[src/rtl/riscv_fetch_ctrl.sv]
// riscv_fetch_ctrl: PC register, next-PC select, IF/ID register, halt FSM.
// Ports: i_clk/i_rst, fetch pc/imem/adder, hazard stall/flush, ex redirect,
//   halt/resume, IF/ID outputs, o_halted, o_misalign_e, o_fetch_cnt.
module riscv_fetch_ctrl #(
  parameter int              XLEN      = 32,
  parameter logic [XLEN-1:0] RESET_PC  = 32'h0000_0000,
  parameter logic [XLEN-1:0] NOP_INSTR = 32'h0000_0013
) (
  input  logic            i_clk,
  input  logic            i_rst,
  output logic [XLEN-1:0] o_pc_f,
  input  logic [XLEN-1:0] i_im_rd_f,
  input  logic [XLEN-1:0] i_pc_plus_4_f,
  input  logic            i_stall_f,
  input  logic            i_stall_d,
  input  logic            i_flush_d,
  input  logic            i_pc_src_e,
  input  logic [XLEN-1:0] i_pc_target_e,
  input  logic            i_halt,
  input  logic            i_resume,
  output logic [XLEN-1:0] o_instr_d,
  output logic [XLEN-1:0] o_pc_d,
  output logic [XLEN-1:0] o_pc_plus_4_d,
  output logic            o_valid_d,
  output logic            o_halted,
  output logic            o_misalign_e,
  output logic [31:0]     o_fetch_cnt
);

  typedef enum logic [1:0] {
    S_BOOT,
    S_RUN,
    S_HALT
  } state_t;

  typedef struct packed {
    logic [XLEN-1:0] instr;
    logic [XLEN-1:0] pc;
    logic [XLEN-1:0] pc4;
    logic            valid;
  } if_id_t;

  localparam if_id_t BUBBLE = '{
    instr: NOP_INSTR,
    pc:    '0,
    pc4:   '0,
    valid: 1'b0
  };

  state_t          state_q, state_n;
  logic [XLEN-1:0] pc_q, pc_n;
  if_id_t          ifid_q, ifid_n;
  logic            mis_q, mis_n;
  logic [31:0]     cnt_q, cnt_n;
  logic            redir;
  logic            frozen;
  logic            load;

  always_comb begin
    state_n = state_q;
    pc_n    = pc_q;
    ifid_n  = ifid_q;
    mis_n   = 1'b0;
    load    = 1'b0;
    // a redirect during BOOT is dropped; elsewhere it beats every hold
    redir   = i_pc_src_e && (state_q != S_BOOT);
    frozen  = (state_q != S_RUN);

    unique case (state_q)
      S_BOOT: state_n = S_RUN;
      S_RUN: begin
        if (i_halt && !i_pc_src_e) state_n = S_HALT;
      end
      S_HALT: begin
        if (i_resume && !i_halt) state_n = S_RUN;
      end
      default: state_n = S_BOOT;
    endcase

    if (redir) begin
      pc_n  = {i_pc_target_e[XLEN-1:2], 2'b00};
      mis_n = |i_pc_target_e[1:0];
    end else if (frozen || i_stall_f) begin
      pc_n = pc_q;
    end else begin
      pc_n = i_pc_plus_4_f;
    end

    if (i_flush_d || i_pc_src_e) begin
      ifid_n = BUBBLE;
    end else if (i_stall_d) begin
      ifid_n = ifid_q;
    end else if (frozen) begin
      ifid_n = BUBBLE;
    end else begin
      ifid_n.instr = i_im_rd_f;
      ifid_n.pc    = pc_q;
      ifid_n.pc4   = i_pc_plus_4_f;
      ifid_n.valid = 1'b1;
      load         = 1'b1;
    end

    cnt_n = cnt_q + {31'd0, load};
  end

  always_ff @(posedge i_clk) begin
    if (i_rst) begin
      state_q <= S_BOOT;
      pc_q    <= RESET_PC;
      ifid_q  <= BUBBLE;
      mis_q   <= 1'b0;
      cnt_q   <= '0;
    end else begin
      state_q <= state_n;
      pc_q    <= pc_n;
      ifid_q  <= ifid_n;
      mis_q   <= mis_n;
      cnt_q   <= cnt_n;
    end
  end

  assign o_pc_f        = pc_q;
  assign o_instr_d     = ifid_q.instr;
  assign o_pc_d        = ifid_q.pc;
  assign o_pc_plus_4_d = ifid_q.pc4;
  assign o_valid_d     = ifid_q.valid;
  assign o_halted      = (state_q == S_HALT);
  assign o_misalign_e  = mis_q;
  assign o_fetch_cnt   = cnt_q;

endmodule
[config.mk]
export PLATFORM = sky130hd
export DESIGN_NAME = riscv_fetch_ctrl
export DESIGN_NICKNAME = d
export VERILOG_FILES = /design/src/rtl/riscv_fetch_ctrl.sv
export SDC_FILE = /design/constraint.sdc
export NUM_CORES = 1
export LEC_CHECK = 0
export CAP_MARGIN = 20
export CORE_UTILIZATION = 45
export DETAILED_ROUTE_END_ITERATION = 10
export DONT_BUFFER_PORTS = 1
export PLACE_DENSITY_LB_ADDON = 0.05
export SLEW_MARGIN = 20
export SYNTH_ARGS = -nofsm -noshare
export SYNTH_HDL_FRONTEND = slang
export SYNTH_SLANG_ARGS = --single-unit
[constraint.sdc]
create_clock -name i_clk -period 3.3 [get_ports i_clk]
set_input_delay 0.33 -clock i_clk [delete_from_list [all_inputs] [get_ports i_clk]]
set_output_delay 0.33 -clock i_clk [all_outputs]
set_load 0.05 [all_outputs]
==> impl_metrics.yaml <==
synth:
  synth_largest_area_cell: "dfxtp_1"
  synth-xor-area-share_pct: 1.68
  synth-seq-area-share_pct: 52.4
  synthTopCellsByArea: "dfxtp_1 52%, a22oi_1 11%, nor2_1 8.7%, mux2i_1 5.1%, a211oi_1 3.6%"
  yosysWarnings: 0
  synth-adder-area-share_pct: 0.599
  synth-seq-cells: 164
  synth_top_family_by_area: "compound AO/OA/AOI/OAI gates"
  syn_nets: 778
  netlist_instances: 671
  ys_types: 38
  avgSynthCellArea_um2: 9.34
  synthSimpleGateAreaFrac_pct: 17.7
  muxShareOfSynthArea_pct: 5.83
  synth_top_area_share_pct: 52.4
  synthesis.area_um2: 6270
  synth_compound_area_share_pct: 18.2
timing:
  fmax_mhz: 330
  final-setup-viol-count: 0
  drv_slew: 0
  clock_skew_ns: 0.00911
  slew_headroom_pct: 30.6
  worst_slew_pin_slew_ns: 1.04
  setup_tns_ns: 0
  rsz0062_at_grt: "no"
  finalCritPeriodShare_pct: 91.8
  min_period_ns: 3.03
  hold_viol: 0
floorplanning:
  die_w_um: 120
  core.rowCount: 42
  die_y_um: 120
  dieArea_um2: 14400
  core_area_um2: 13400
  start_util_pct: 46.8
  io-pin-count: 267
layout:
  drive_gt1_share_pct: 8.68
  design_area_um2: 7080
  fill_cells: 1243
  fin_nets: 764
  area_growth_pct: 12.9
  antenna_cells: 0
critical_path:
  startpoint: "state_q[0]"
  cp.arrival_ns: 3.34
  start_kind: "flip-flop"
  rr_startpoint: "state_q[0]"
  crit_path_end_kind: "flip-flop"
  r2r_slack_ns: 0.27
  r2r_end: "o_fetch_cnt[30]"
  crit_fanout: 6
  reg2regPathDepth: 10
  crit_end: "o_fetch_cnt[30]"
  critical_path_class: "flip-flop to flip-flop"
  crit_required_ns: 3.61
placed_design:
  port-buffer-count: 0
  gp_congestion: 0.766
  dp.final_hpwl_um: 11300
  postPlaceCellArea_um2: 6470
min_path:
  min_path_type: "input port to flip-flop"
  hold_depth: 2
power_and_ir_drop:
  comb_power_share_pct: 5.0
  p_sw_share_pct: 25.1
  powerDensity_nw_per_um2: 619
  total_power_mw: 4.38
  power_frac_clock_pct: 43.9
  switchingPower_mw: 1.10
  seqPwrFrac_pct: 51.1
  ir_drop_uv: 319
  p_int_mw: 3.28
  leakage_nw: 2.39
drt:
  via_per_inst: 5.97
  drtIter0Drc: 309
  drtAntennaViolNets: 0
  drt-total-wl_um: 16900
  post_drt_wl_per_cell_um: 20.1
  vias: 5036
  firstDrtPassIters: 4
  drc: 0
grt:
  grt_usage_pct: 23.2
  grt_pass1_vias: 4822
  overflow: 0
  grt_antenna_before_repair: 0
  grt_pass1_wl_um: 25900
  grt_max_degree: 97
clock_tree:
  cts_buffers: 17
  clock-sinks: 164
  clkTransAtPathRegs_ns: 0.06
  clk_path_buf_depth: 2
  tritoncts: "yes"
  root_buffer: "clkbuf_16"
  cts_setup_buffers: 0
  htree_levels: 4
  clock_latency_ns: 0.42
run:
  cap_violations: 0
outcome:
  status: "complete, no violations"
==> metal layers <==
layer / track usage (%) / vias up / part of all wire [%]
met5: 0 / - / 0
met2: 37.2 / 202 / 47
met3: 10.4 / 26 / 10
li1: - / 2415 / -
met1: 26.7 / 2393 / 41
met4: 9.45 / 0 / 2.3
==> kinds of logic (layout without fill, tap and decap cells) <==
logic type / Yosys count / count (layout)
fa+ha+maj: 3 / 3
mux: 36 / 36
buf+inv: 59 / 56
xor+xnor: 12 / 12
simple gates: 238 / 238
compound gates: 159 / 159
flops: 164 / 164
==> critical path, cell delays in order (launching register included) <==
cell and delay (ns):
dfxtp_1 0.45, nand2b_1 0.10, nand2b_1 0.22, nor3_1 0.16, buf_4 0.16, ha_2 0.24, ha_1 0.25, nand4_1 0.16
or4_1 0.59, nor4_1 0.23, mux2_2 0.36
==> per-stage QoR <==
stage | utilization [%] | worst slack [ns] | cells | hold slack (ns)
finish | 52.8 | 0.272 | 844 | 0.0322
global route | 52.8 | 0.0192 | 844 | 0.0261
CTS | 52.8 | 0.200 | 844 | 0.0151
detailed placement | 48.3 | 0.223 | 813 | 0.408
global placement | 48.3 | 0.310 | 813 | 0.406
floorplan | - | 0.531 | 671 | 0.450
==> synthesized netlist by cell type, drive strengths merged <==
| library cell | instances |
|---|---|
| and3 | 3 |
| nand3 | 12 |
| mux2i | 32 |
| a211oi | 30 |
| o31ai | 9 |
| dfxtp | 164 |
| and2 | 2 |
| nand2 | 16 |
| and4 | 6 |
| nor2b | 8 |
| nor3 | 6 |
| o22ai | 3 |
| nand2b | 2 |
| xnor2 | 5 |
| ha | 3 |
| or3 | 4 |
| buf | 10 |
| xor2 | 7 |
| nand4 | 14 |
| clkbuf | 41 |
| o311ai | 1 |
| mux2 | 4 |
| o32a | 1 |
| a22oi | 93 |
| or4 | 13 |
| nor2 | 146 |
| nor4 | 5 |
| a21oi | 15 |
| or2 | 1 |
| o21ai | 6 |
| inv | 8 |
| o41ai | 1 |
==> worst min path at each step <==
stage,endpoint,start,slack [ns]
finish,o_instr_d[0],i_flush_d,0.03
CTS,o_instr_d[0],i_rst,0.02
global route,o_instr_d[0],i_rst,0.03
detailed placement,o_fetch_cnt[13],i_rst,0.41
floorplan,o_instr_d[0],i_flush_d,0.45
global placement,o_fetch_cnt[24],i_rst,0.41
==> state kept, by name, summed over array words and instances (netlist names) <==
name and count:
o_fetch_cnt 32, o_instr_d 32, o_misalign_e 1, o_pc_d 32
o_pc_f 32, o_pc_plus_4_d 32, o_valid_d 1, state_q 2
==> final cells by class <==
cell class	instances	area, um^2	share of cell area [%]
sequential	164	3280	46.4
multi-input combinational	448	2790	39.4
clock buffer	22	474	6.70
tap	176	220	3.11
timing repair buffer	18	180	2.55
clock inverter	8	103	1.45
inverter	8	30.0	0.424
==> placed cells by master (no fill, tap or decap), types with 2 or more instances in the layout <==
cell type   Yosys  routed
dfxtp_1       164     164
nor2_1        146     144
a22oi_1        93      93
mux2i_1        32      32
a211oi_1       30      30
clkbuf_16       0      17
nand2_1        16      16
a21oi_1        15      15
buf_4           0      15
nand4_1        13      13
nand3_1        12      12
or4_1          12      12
o31ai_1         9       9
nor2b_1         8       8
inv_1           8       8
xor2_1          7       7
nor3_1          6       6
and4_1          6       6
o21ai_0         5       5
xnor2_1         5       5
nor4_1          4       4
o22ai_1         3       3
mux2_2          3       3
and3_1          3       3
or3_1           4       3
clkbuf_8        0       3
nand2b_1        2       2
nor2_4          0       2
and2_1          2       2
ha_1            3       2
bufinv_16       0       2
clkinv_4        0       2
clkbuf_1       41       2
clkinv_2        0       2
clkinvlp_4      0       2
buf_12          0       2
==> what timing repair did <==
action                                  4_1_cts  5_1_grt
endpoints found under the setup margin        0        6
hold buffers                                  1        0
gates resized for setup                       0        1
hold endpoints to repair                     61        0
==> power by group through the flow <==
stage | registers, mW | clock network (mW) | logic, mW
6_report | 2.24 | 1.92 | 0.219
5_1_grt | 2.24 | 2.06 | 0.244
4_1_cts | 2.24 | 1.97 | 0.222
3_5_place_dp | 2.28 | 0 | 0.204
3_3_place_gp | 2.28 | 0 | 0.198
2_1_floorplan | 2.27 | 0 | 0.188
(Power assumes the default switching activity.)
